==> src/rtl/reg_writeback.sv <==
// Register-file write-back stage: merges single-cycle ALU results with buffered
// memory load returns and tracks which registers still await a load.
module reg_writeback #(
    parameter int DW    = 16,
    parameter int AW    = 3,
    parameter int DEPTH = 4
) (
    input  logic              clk,
    input  logic              rst_n,
    input  logic              clear,
    input  logic              alu_valid,
    input  logic [AW-1:0]     alu_addr,
    input  logic [DW-1:0]     alu_data,
    input  logic              ld_issue,
    input  logic [AW-1:0]     ld_addr,
    input  logic              mem_valid,
    output logic              mem_ready,
    input  logic [AW-1:0]     mem_addr,
    input  logic [DW-1:0]     mem_data,
    output logic [AW-1:0]     WB_addr,
    output logic [DW-1:0]     WB_data,
    output logic              RegWe,
    output logic [2**AW-1:0]  pending,
    output logic              hazard_err
);

    localparam int NREG = 2**AW;
    localparam int PW   = $clog2(DEPTH);
    localparam int CW   = PW + 1;

    typedef struct packed {
        logic [AW-1:0] addr;
        logic [DW-1:0] data;
    } entry_t;

    entry_t            r_fifo [DEPTH];
    logic [PW-1:0]     r_wr_ptr;
    logic [PW-1:0]     r_rd_ptr;
    logic [CW-1:0]     r_count;

    logic [AW-1:0]     r_wb_addr;
    logic [DW-1:0]     r_wb_data;
    logic              r_reg_we;
    logic [NREG-1:0]   r_pending;
    logic              r_hazard;

    logic              w_full;
    logic              w_empty;
    logic              w_alu_wr;
    logic              w_push;
    logic              w_pop;
    logic              w_hazard;
    entry_t            w_head;
    logic [NREG-1:0]   w_pending_next;

    assign w_full    = (r_count == CW'(DEPTH));
    assign w_empty   = (r_count == '0);
    assign w_head    = r_fifo[r_rd_ptr];

    // A flush cancels every same-cycle request; ALU writes to r0 free the port for the FIFO.
    assign w_alu_wr  = !clear && alu_valid && (alu_addr != '0);
    assign w_push    = !clear && mem_valid && !w_full;
    assign w_pop     = !clear && !w_alu_wr && !w_empty;
    assign w_hazard  = w_alu_wr && r_pending[alu_addr];

    assign mem_ready  = !w_full;
    assign WB_addr    = r_wb_addr;
    assign WB_data    = r_wb_data;
    assign RegWe      = r_reg_we;
    assign pending    = r_pending;
    assign hazard_err = r_hazard;

    always_comb begin
        // NOTE: default assignment first so every path drives the signal and no latch is inferred.
        w_pending_next = r_pending;
        if (w_pop) begin
            w_pending_next[w_head.addr] = 1'b0;
        end
        // Applied after the pop clear so a same-cycle set wins.
        if (ld_issue && (ld_addr != '0)) begin
            w_pending_next[ld_addr] = 1'b1;
        end
    end

    // NOTE: FIFO storage has no reset; count and pointers alone decide which entries are valid.
    always_ff @(posedge clk) begin
        if (w_push) begin
            r_fifo[r_wr_ptr] <= '{addr: mem_addr, data: mem_data};
        end
    end

    // NOTE: sequential state uses non-blocking assignments so all registers update together at the edge.
    always_ff @(posedge clk or negedge rst_n) begin
        if (!rst_n) begin
            r_wr_ptr <= '0;
            r_rd_ptr <= '0;
            r_count  <= '0;
        end else if (clear) begin
            r_wr_ptr <= '0;
            r_rd_ptr <= '0;
            r_count  <= '0;
        end else begin
            if (w_push) begin
                r_wr_ptr <= r_wr_ptr + PW'(1);
            end
            if (w_pop) begin
                r_rd_ptr <= r_rd_ptr + PW'(1);
            end
            case ({w_push, w_pop})
                2'b10:   r_count <= r_count + CW'(1);
                2'b01:   r_count <= r_count - CW'(1);
                default: r_count <= r_count;
            endcase
        end
    end

    always_ff @(posedge clk or negedge rst_n) begin
        if (!rst_n) begin
            r_wb_addr <= '0;
            r_wb_data <= '0;
            r_reg_we  <= 1'b0;
        end else if (w_alu_wr) begin
            r_wb_addr <= alu_addr;
            r_wb_data <= alu_data;
            r_reg_we  <= 1'b1;
        end else if (w_pop && (w_head.addr != '0)) begin
            r_wb_addr <= w_head.addr;
            r_wb_data <= w_head.data;
            r_reg_we  <= 1'b1;
        end else begin
            r_reg_we  <= 1'b0;
        end
    end

    always_ff @(posedge clk or negedge rst_n) begin
        if (!rst_n) begin
            r_pending <= '0;
        end else if (clear) begin
            r_pending <= '0;
        end else begin
            r_pending <= w_pending_next;
        end
    end

    // Sticky until reset; a flush does not hide a past hazard.
    always_ff @(posedge clk or negedge rst_n) begin
        if (!rst_n) begin
            r_hazard <= 1'b0;
        end else if (w_hazard) begin
            r_hazard <= 1'b1;
        end
    end

endmodule

==> config.mk <==
export PLATFORM = sky130hd
export DESIGN_NAME = reg_writeback
export DESIGN_NICKNAME = d
export VERILOG_FILES = /design/src/rtl/reg_writeback.sv
export SDC_FILE = /design/constraint.sdc
export NUM_CORES = 1
export LEC_CHECK = 0
export ABC_AREA = 1
export BUFFER_PORTS_ARGS = -buffer_cell sky130_fd_sc_hd__buf_2
export CORE_MARGIN = 1
export CORE_UTILIZATION = 30
export CTS_CLUSTER_SIZE = 16
export DETAILED_ROUTE_END_ITERATION = 8
export PLACE_DENSITY = 0.59
export SLEW_MARGIN = 30
export SYNTH_ARGS = -nofsm -noshare
export SYNTH_HDL_FRONTEND = slang
export SYNTH_SLANG_ARGS = --single-unit
==> constraint.sdc <==
create_clock -name clk -period 2.3 [get_ports clk]
set_input_delay 0.345 -clock clk [delete_from_list [all_inputs] [get_ports clk]]
set_output_delay 0.345 -clock clk [all_outputs]
set_load 0.005 [all_outputs]
==> flow_summary.json, run 1 <==
{
  "power.share.sequential_pct": 43.1,
  "hold_class": "primary input to asynchronous set/reset pin",
  "io_pins": 77,
  "area_growth_pct": 18.6,
  "wl_per_cell_um": 14.3,
  "syn_inst": 501,
  "syn_area_sq_um": 5000,
  "layout_common_cells": "nand2_1, buf_2, edfxtp_1",
  "fin_skew_ns": 0.0109,
  "post_synth_num_cell_types": 28,
  "antenna_left": 0,
  "p_clk_share_pct": 25.9,
  "power_leakage_uw": 0.00261,
  "hold-worst-slack_ns": 0.0872,
  "syn_nets": 553,
  "tritoncts": "done",
  "cts_hold_buf": 0,
  "cts_max_level": 3,
  "grt_pass1_vias": 3632,
  "dp_hpwl_um": 7980,
  "worstSetupPathType": "register to register",
  "drv_cap": 0,
  "clock_latency_ns": 0.36,
  "cp_max_fo": 17,
  "grt_use_total_pct": 13.8,
  "crit_path_end_kind": "register",
  "worstPathRequired_ns": 2.55,
  "std_cell_rows": 46,
  "viasPerCell": 4.59,
  "numPortBuffers": 76,
  "status": "finished clean",
  "place.gp.congestion": 0.810,
  "drive_above_1_share_pct": 22.3,
  "grt_pass1_wl_um": 18600,
  "synth_top_family_by_area": "simple AND/OR/NAND/NOR gates",
  "synth_compound_area_share_pct": 2.78,
  "synth-xor-area-share_pct": 0,
  "post_cts_buffers": 0,
  "switching_share_pct": 35.9,
  "setup_viol": 0,
  "drt_iter0_drc": 229,
  "period_share_pct": 84.5,
  "post_cts_resized": 0,
  "powerDensity_nw_per_um2": 1020,
  "fillers": 1603,
  "grt-ovfl-total": 0,
  "hold_violations": 0,
  "synth-seq-cells": 112,
  "layout_min_cycle_time_ns": 1.94,
  "final_nets": 631,
  "seq_area_frac_synth_pct": 63.6,
  "timing.fmax_mhz": 514,
  "slew_viol_final": 0,
  "antenna_found_initial": 2,
  "drtPass1Iterations": 4,
  "p_int_uw": 3880,
  "die_h_um": 131,
  "p_sw_uw": 2170,
  "max-vdd-ir-drop_uv": 462,
  "comb_power_share_pct": 31.0,
  "drc": 0,
  "start_kind": "register",
  "grt_start_max_net_pins": 37,
  "fp.coreArea_sq_um": 16100,
  "arrival_ns": 2.20,
  "numCtsBuffers": 9,
  "wirelength_um": 11500,
  "avgSynthCellArea_sq_um": 9.98,
  "clock_path_buffers": 2,
  "synthSimpleGateAreaFrac_pct": 27.6,
  "cts.sinks": 112,
  "layout_commonest_cell": "nand2_1",
  "dieArea_sq_um": 17200,
  "maxSlewHeadroom_pct": 44.4,
  "rsz0062_at_grt": "no",
  "synthAdderAreaFrac_pct": 1.40,
  "cts_root_buffer": "clkbuf_16",
  "ys_warn_count": 0,
  "initial_core_util_pct": 31.2,
  "path_clk_slew_ns": 0.08,
  "muxShareOfSynthArea_pct": 0,
  "fin_tns_setup_ns": 0,
  "tightest_slew_ns": 0.834,
  "via_count": 3674,
  "die_w_um": 131
}
[stage by stage]
| step | setup WS [ns] | total power, uW | util [%] | cell area [sq um] | instances |
|---|---|---|---|---|---|
| final | 0.356 | 6050 | 36.9 | 5930 | 801 |
| after global routing | 0.168 | 6450 | 36.9 | 5930 | 800 |
| after CTS | 0.347 | 6110 | 36.9 | 5930 | 800 |
| after detailed placement | 0.262 | 4540 | 35.0 | 5620 | 784 |
| after global placement | 0.364 | 4500 | 35.0 | 5620 | 784 |
| after floorplan | 0.302 | 3920 | - | 5000 | 501 |
[critical path: stages (launching register included)]
cell and delay (ns):
dfrtp_1 0.65, clkinv_1 0.30, nand3_1 0.17, nand2_2 0.11, nand3_2 0.09, nand2_2 0.09
buf_4 0.24, nand3_1 0.11, nand2_1 0.05
[synth_stat cells]
library cell,instances,area (sq um)
nand2_1,199,747
inv_2,2,7.51
nor2_1,21,78.8
buf_4,7,52.6
buf_8,1,15.0
buf_2,3,15.0
nand4_1,4,25.0
nand2_2,7,43.8
clkbuf_1,9,33.8
nand3_2,12,120
inv_4,1,6.26
clkinv_1,1,3.75
nand2_4,1,11.3
dfrtp_1,36,901
o21ai_1,1,5.00
o21ai_0,7,35.0
nand3_1,70,350
buf_6,2,22.5
nor2_2,1,6.26
a21oi_4,1,16.3
o31ai_1,1,7.51
fa_1,1,20.0
inv_1,19,71.3
a21oi_1,10,50.1
o22ai_1,3,18.8
a31oi_1,1,6.26
ha_1,4,50.1
edfxtp_1,76,2280
[logic make-up (layout without fill, tap and decap cells)]
family / after synthesis / after routing
and+or+nand+nor: 315 / 315
DFF: 112 / 112
buffers and inverters: 45 / 128
AOI/OAI and AO/OA: 24 / 24
adders and majority gates: 5 / 5
other: 0 / 1
[worst paths after layout]
kind	cells after the start	start	end	slack (ns)
worst min-delay path	1	rst_n	pending[4]	0.09
worst min register to register	2	hazard_err	hazard_err	0.47
worst max register to register	8	r_rd_ptr[1]	WB_data[4]	0.36
max in group asynchronous	1	rst_n	WB_data[8]	1.69
worst max-delay path	8	r_rd_ptr[1]	WB_data[4]	0.36
min in group clk	1	mem_data[0]	r_fifo[3][0]	0.20
[cell type report]
type                            instances  area [sq um]  share of cell area (%)
Tap cell                              216           270                    4.56
Clock buffer                            9           225                    3.80
Multi-Input combinational cell        344          1590                    26.8
Clock inverter                          7          81.3                    1.37
Inverter                               23          88.8                    1.50
Antenna cell                            1          2.50                  0.0422
Sequential cell                       112          3180                    53.6
Timing Repair Buffer                   89           490                    8.27
[power by group through the flow]
stage	Clock, uW	Combinational (uW)	Sequential [uW]
after floorplan	0	1300	2620
after global placement	0	1850	2650
after detailed placement	0	1890	2650
after CTS	1600	1890	2610
after global routing	1670	2140	2650
final	1570	1870	2610
[routing by layer]
metal	GRT usage (%)	vias up	routed length, um
met1	17.5	1739	5140
li1	-	1826	-
met2	23.0	92	5610
met3	2.39	15	525
met5	0	-	10
met4	6.27	2	196
[sequential cells by signal, summed over array words and instances (netlist names)]
register / cells
RegWe: 1
WB_addr: 3
WB_data: 16
hazard_err: 1
pending: 8
r_count: 3
r_fifo: 76
r_rd_ptr: 2
r_wr_ptr: 2
No activity file was read; power rests on OpenSTA's default activity.
==> run 2, diff against run 1 <==
==> constraint.sdc (replaced) <==
create_clock -name clk -period 2 [get_ports clk]
set_input_delay 0.3 -clock clk [delete_from_list [all_inputs] [get_ports clk]]
set_output_delay 0.3 -clock clk [all_outputs]
set_load 0.005 [all_outputs]
==> run 2 against run 1 <==
  * First-iteration DRC count up 14%
  * Combinational power up 19%
  * Flip-flop and latch count unchanged
  * Sequential power up 15%
  * Sequential share of layout area down 0.93 points
  * Total power up 18%
  * Clock-buffer cell count unchanged
  * Worst hold slack better by 0.068 ns
==> flow_summary.json, run 2 (same netlist as run 1, synthesis figures left out) <==
{
  "hold_violations": 0,
  "max-vdd-ir-drop_uv": 528,
  "antenna_left": 0,
  "critPathSlowestCell": "dfrtp_1",
  "ff_latch_area_sq_um": 3180,
  "power.total_uw": 7140,
  "fp.coreArea_sq_um": 16100,
  "arrival_ns": 2.06,
  "cts_root_buffer": "clkbuf_16",
  "layout_min_cycle_time_ns": 1.82,
  "slew_viol_final": 0,
  "clock_latency_ns": 0.36,
  "numCtsBuffers": 9,
  "hold_class": "primary input to register",
  "fin_ws_ns": 0.182,
  "place_ws_ns": 0.122,
  "die_w_um": 131,
  "fin_skew_ns": 0.00924,
  "antenna_found_initial": 3,
  "hold-worst-slack_ns": 0.155,
  "area_growth_pct": 20.8,
  "dieArea_sq_um": 17200,
  "period_share_pct": 90.9,
  "place.gp.congestion": 0.862,
  "cts.sinks": 112,
  "std_cell_rows": 46,
  "tightest_slew_ns": 0.481,
  "crit_top_cell": "nand2_1",
  "drtPass1Iterations": 4,
  "worstPathRequired_ns": 2.24,
  "critical_path.top_delay_family": "simple AND/OR/NAND/NOR gates",
  "timing.fmax_mhz": 550,
  "grt_use_total_pct": 14.5,
  "grt_start_max_net_pins": 38,
  "rsz0062_at_grt": "no",
  "tritoncts": "done",
  "power_leakage_uw": 0.00265,
  "top_register": "r_fifo",
  "grt-ovfl-total": 0,
  "via_count": 3712,
  "layout_commonest_cell": "nand2_1",
  "initial_core_util_pct": 31.2,
  "die_h_um": 131,
  "dp_hpwl_um": 8160,
  "max_stage_delay_ns": 0.43,
  "final_nets": 635,
  "drive_above_1_share_pct": 23.0,
  "status": "finished clean",
  "multi_input_area_sq_um": 1590,
  "cts_max_level": 3,
  "wl_per_cell_um": 14.8,
  "powerDensity_nw_per_um2": 1180,
  "viasPerCell": 4.61,
  "crit_path_end_kind": "register",
  "grt_pass1_vias": 3647,
  "drt_iter0_drc": 262,
  "setup_viol": 0,
  "path_cells": "nor2_2 -> nand2_1 -> nand2_1 -> nor2_1 -> nand2_1 -> inv_1 -> fa_1 -> inv_1 -> nand4_1 -> a21oi_1 -> nor2_1",
  "cp_max_fo": 3,
  "grt_pass1_wl_um": 19400,
  "fin_tns_setup_ns": 0,
  "io_pins": 77,
  "drc": 0,
  "post_cts_buffers": 0,
  "layout_common_cells": "nand2_1, edfxtp_1, buf_2",
  "start_kind": "register",
  "numPortBuffers": 76,
  "maxSlewHeadroom_pct": 67.9,
  "path_clk_slew_ns": 0.08,
  "worst-path-buf-inv": 2,
  "wirelength_um": 11900,
  "fillers": 1583,
  "drv_cap": 0,
  "clock_path_buffers": 2,
  "largest_register_ffs": 76,
  "worstSetupPathType": "register to register"
}
-- run 2: cell count changes in the layout (fill, tap and decap cells not counted), sizes merged --
cell         change
dlygate4sd3      +1
buf              +3
bufinv           +1
inv              +1
clkinv           -2
-- run 2: stage by stage --
step | cell area, sq um | std cells | util, %
after floorplan | 5000 | 501 | -
after global placement | 5700 | 787 | 35.5
after detailed placement | 5700 | 787 | 35.5
after CTS | 6020 | 803 | 37.5
after global routing | 6040 | 804 | 37.6
final | 6040 | 805 | 37.6
-- run 2: routing by layer --
| layer | up-vias | track usage, % | wire length, um |
|---|---|---|---|
| met2 | 95 | 24.6 | 5810 |
| met4 | 4 | 5.03 | 168 |
| met3 | 16 | 3.47 | 702 |
| met1 | 1760 | 18.0 | 5200 |
| met5 | - | 0 | 25 |
| li1 | 1837 | - | - |
-- run 2: path summary, 6_finish.rpt --
| path | start | to | slack [ns] | cells after the start |
|---|---|---|---|---|
| setup / recovery | r_count[1] | r_count[2] | 0.18 | 11 |
| hold / removal | mem_data[10] | r_fifo[1][10] | 0.15 | 1 |
| setup reg to reg | r_count[1] | r_count[2] | 0.18 | 11 |
| hold reg to reg | hazard_err | hazard_err | 0.47 | 2 |
| max in group asynchronous | rst_n | r_count[0] | 1.20 | 2 |
| min in group asynchronous | rst_n | pending[5] | 0.45 | 2 |
-- run 2: final cells by class --
cell class              instances  area share (%)
clock buffers                   9            3.73
well taps                     216            4.47
flip-flops and latches        112            52.7
clock inverters                 7            1.66
repair buffers                 93            9.53
inverters                      23            1.47
multi-input cells             344            26.4
diodes                          1          0.0414
-- run 2: power by group --
part | switching [uW] | internal, uW | total, uW
sequential | 197 | 2790 | 2990
clock | 906 | 1020 | 1930
combinational | 1420 | 797 | 2220
-- run 2: worst reg2reg max path: cells and delay by family (launching register included) --
family	cells	cell delay, ns
DFF	1	0.43
and+or+nand+nor	7	0.64
AOI/OAI and AO/OA	1	0.15
buffers and inverters	2	0.15
adders and majority gates	1	0.35
-- run 2: what timing repair did --
action / 4_1_cts / 5_1_grt
setup endpoints to repair: 0 / 1
resized for setup: 0 / 2
hold buffers: 0 / 1
endpoints found under the hold margin: 0 / 36
==> run 3, diff against run 2 <==
--- a/config.mk
+++ b/config.mk
@@ -5,13 +5,14 @@
 export SDC_FILE = /design/constraint.sdc
 export NUM_CORES = 1
 export LEC_CHECK = 0
-export ABC_AREA = 1
 export BUFFER_PORTS_ARGS = -buffer_cell sky130_fd_sc_hd__buf_2
+export CELL_PAD_IN_SITES_DETAIL_PLACEMENT = 1
+export CELL_PAD_IN_SITES_GLOBAL_PLACEMENT = 1
 export CORE_MARGIN = 1
 export CORE_UTILIZATION = 30
 export CTS_CLUSTER_SIZE = 16
 export DETAILED_ROUTE_END_ITERATION = 8
-export PLACE_DENSITY = 0.59
+export PLACE_DENSITY = 0.66
 export SLEW_MARGIN = 30
 export SYNTH_ARGS = -nofsm -noshare
 export SYNTH_HDL_FRONTEND = slang
==> run 3 against run 2 <==
  * The flow now finishes with violations (setup timing)
  * Via count fell by 24%
  * First-iteration DRC count shrank 60%
  * Sequential power rose by 2%
  * Fmax is 12% lower
  * Global-route usage down 0.14 points
  * Die area decreased by 7.6%
  * Cell count fell by 26%
  * Setup slack worse by 0.26 ns
  * Worst hold slack worse by 0.13 ns
  * Clock skew about the same
  * Critical path type unchanged
  * Critical endpoint is now WB_data[7]
  * Largest power group unchanged
==> flow_summary.json, run 3 <==
{
  "initial_core_util_pct": 31.3,
  "finish.utilization_pct": 40.5,
  "dieArea_sq_um": 15900,
  "numPortBuffers": 76,
  "layout_common_cells": "buf_2, edfxtp_1, dfrtp_1",
  "r2r-start": "r_rd_ptr[0]",
  "slew_viol_final": 0,
  "drtPass1Iterations": 4,
  "crit_path_end": "WB_data[7]",
  "fp.coreArea_sq_um": 14800,
  "rsz0062_at_grt": "yes",
  "seq_area_frac_synth_pct": 68.9,
  "die_w_um": 126,
  "finalNonFillerCells": 593,
  "synth-seq-cells": 112,
  "die_h_um": 126,
  "post_synth_num_cell_types": 37,
  "r2r-end": "WB_data[7]",
  "std_cell_rows": 44,
  "grt_use_total_pct": 14.4,
  "worstSetupPathType": "register to register",
  "tritoncts": "done",
  "syn_nets": 342,
  "avgSynthCellArea_sq_um": 15.9,
  "antenna_cells": 0,
  "post-synth-top-count-cell": "edfxtp_1",
  "fin_skew_ns": 0.00893,
  "reg2regPathDepth": 8,
  "place_inst": 572,
  "drt_iter0_drc": 105,
  "setup_viol": 21,
  "final_nets": 456,
  "tightest_slew_ns": 0.760,
  "numCtsBuffers": 9,
  "cts_root_buffer": "clkbuf_16",
  "wirelength_um": 10900,
  "crit_path_end_kind": "register",
  "wl_per_cell_um": 18.4,
  "area_growth_pct": 29.2,
  "grt_pass1_vias": 3134,
  "cts_max_level": 3,
  "async_reset_ff_share_pct": 32.1,
  "drc": 0,
  "fillers": 1510,
  "powerDensity_nw_per_um2": 1220,
  "via_count": 2820,
  "ys_top_cells_by_count": "edfxtp_1, dfrtp_1, o21ai_0",
  "syn_area_sq_um": 4620,
  "timing.fmax_mhz": 481,
  "arrival_ns": 2.35,
  "rrSetupSlack_ns": -0.08,
  "dp_hpwl_um": 7370,
  "synth_top_area_cell": "edfxtp_1",
  "worstPathRequired_ns": 2.27,
  "cp-startpoint": "r_rd_ptr[0]",
  "status": "finished, violations left",
  "max-vdd-ir-drop_uv": 541,
  "synth.top_cell.area_share_pct": 49.4,
  "hold_class": "primary input to asynchronous set/reset pin",
  "place.gp.congestion": 0.783,
  "grt_start_max_net_pins": 32,
  "start_kind": "register",
  "drv_cap": 0,
  "antenna_found_initial": 1,
  "violations": "setup timing",
  "path_clk_slew_ns": 0.07,
  "ys_warn_count": 0,
  "fin_ws_ns": -0.0772,
  "clock_path_buffers": 2,
  "syn_inst": 290,
  "period_share_pct": 104,
  "synth_edf_count": 76,
  "layout_min_cycle_time_ns": 2.08,
  "grt_pass1_wl_um": 17000,
  "antenna_left": 0,
  "largest_register_ffs": 76,
  "hold_violations": 0,
  "yosys_most_used_dff": "edfxtp_1",
  "viasPerCell": 4.76,
  "clock_latency_ns": 0.35,
  "synth.area.top_cells": "edfxtp_1, dfrtp_1, mux4_2, mux2i_1, o21ai_0",
  "drive_above_1_share_pct": 43.0,
  "maxSlewHeadroom_pct": 49.4,
  "cp_max_fo": 9,
  "grt-ovfl-total": 0,
  "cts.sinks": 112,
  "io_pins": 77,
  "top_register": "r_fifo",
  "power_leakage_uw": 0.00240
}
run 3: changes by cell type in the layout (fill, tap and decap cells not counted), sizes merged, moves of 6 or more:
cell,delta
buf,+21
inv,-23
mux2i,+17
mux4,+20
nand2,-182
nand2b,+6
nand3,-77
nor2,-12
nor2b,+6
o21ai,+24
run 3: per-layer routing:
layer  vias up  share of wire [%]  global-route usage, %
met2        52                 50                   24.3
met5         -               0.11                      0
met3        13                3.3                   2.85
met4         2                1.5                   6.17
li1       1322                  -                      -
met1      1431                 45                   17.9
run 3: worst min-delay path by stage:
stage | startpoint | endpoint | depth (start not counted)
2_1_floorplan | rst_n | RegWe | 0
5_1_grt | rst_n | pending[0] | 1
3_3_place_gp | rst_n | pending[0] | 1
3_5_place_dp | rst_n | pending[0] | 1
6_report | rst_n | pending[6] | 1
4_1_cts | rst_n | pending[6] | 1
run 3: kinds of logic (layout without fill, tap and decap cells):
family,after synthesis,in the layout,synth area share [%]
adders and majority gates,5,5,1.52
and+or+nand+nor,70,70,7.67
AOI/OAI and AO/OA,45,45,5.28
muxes,38,38,13.8
DFF,112,112,68.9
xor gates and xnor gates,5,5,0.948
buffers and inverters,15,134,1.81
run 3: worst max-delay path, stage by stage (launching register included):
cell and delay [ns]:
dfrtp_2 0.43, buf_6 0.12, mux4_2 0.50, or3_4 0.35, a21oi_4 0.17, buf_12 0.15, buf_12 0.13, nand2_1 0.05
o21ai_1 0.09
run 3: power breakdown:
group          switching [uW]  internal [uW]
logic                    1100           1270
clock network             803           1040
registers                 220           2840
run 3: layout make-up:
class / count / area [sq um] / area share, %
clock buffers: 12 / 256 / 4.30
clock inverters: 4 / 51.3 / 0.860
inverters: 3 / 11.3 / 0.189
multi-input cells: 163 / 1440 / 24.0
flip-flops and latches: 112 / 3180 / 53.4
well taps: 184 / 230 / 3.86
repair buffers: 115 / 800 / 13.4
run 3: what timing repair did:
| item | CTS | global route |
|---|---|---|
| gates resized for setup | 2 | 33 |
| buffers inserted | 1 | 2 |
| pin swaps | 3 | 6 |
| endpoints found under the setup margin | 26 | 26 |
| hold buffers | 0 | 0 |
| gates cloned | 0 | 2 |
| endpoints found under the hold margin | 0 | 0 |
run 3: stage by stage:
stage / hold WS, ns / total power (uW) / worst slack (ns) / instance area, sq um / TNS (ns)
floorplan: 0.00441 / 4280 / -0.0496 / 4650 / -0.305
finish: 0.0219 / 7280 / -0.0772 / 5970 / -1.09
global route: 0.0816 / 7680 / -0.170 / 5970 / -2.97
detailed placement: 0.424 / 5230 / -0.115 / 5520 / -1.73
CTS: 0.0405 / 7110 / -0.0765 / 5840 / -0.908
global placement: 0.416 / 5150 / -0.0311 / 5520 / -0.377
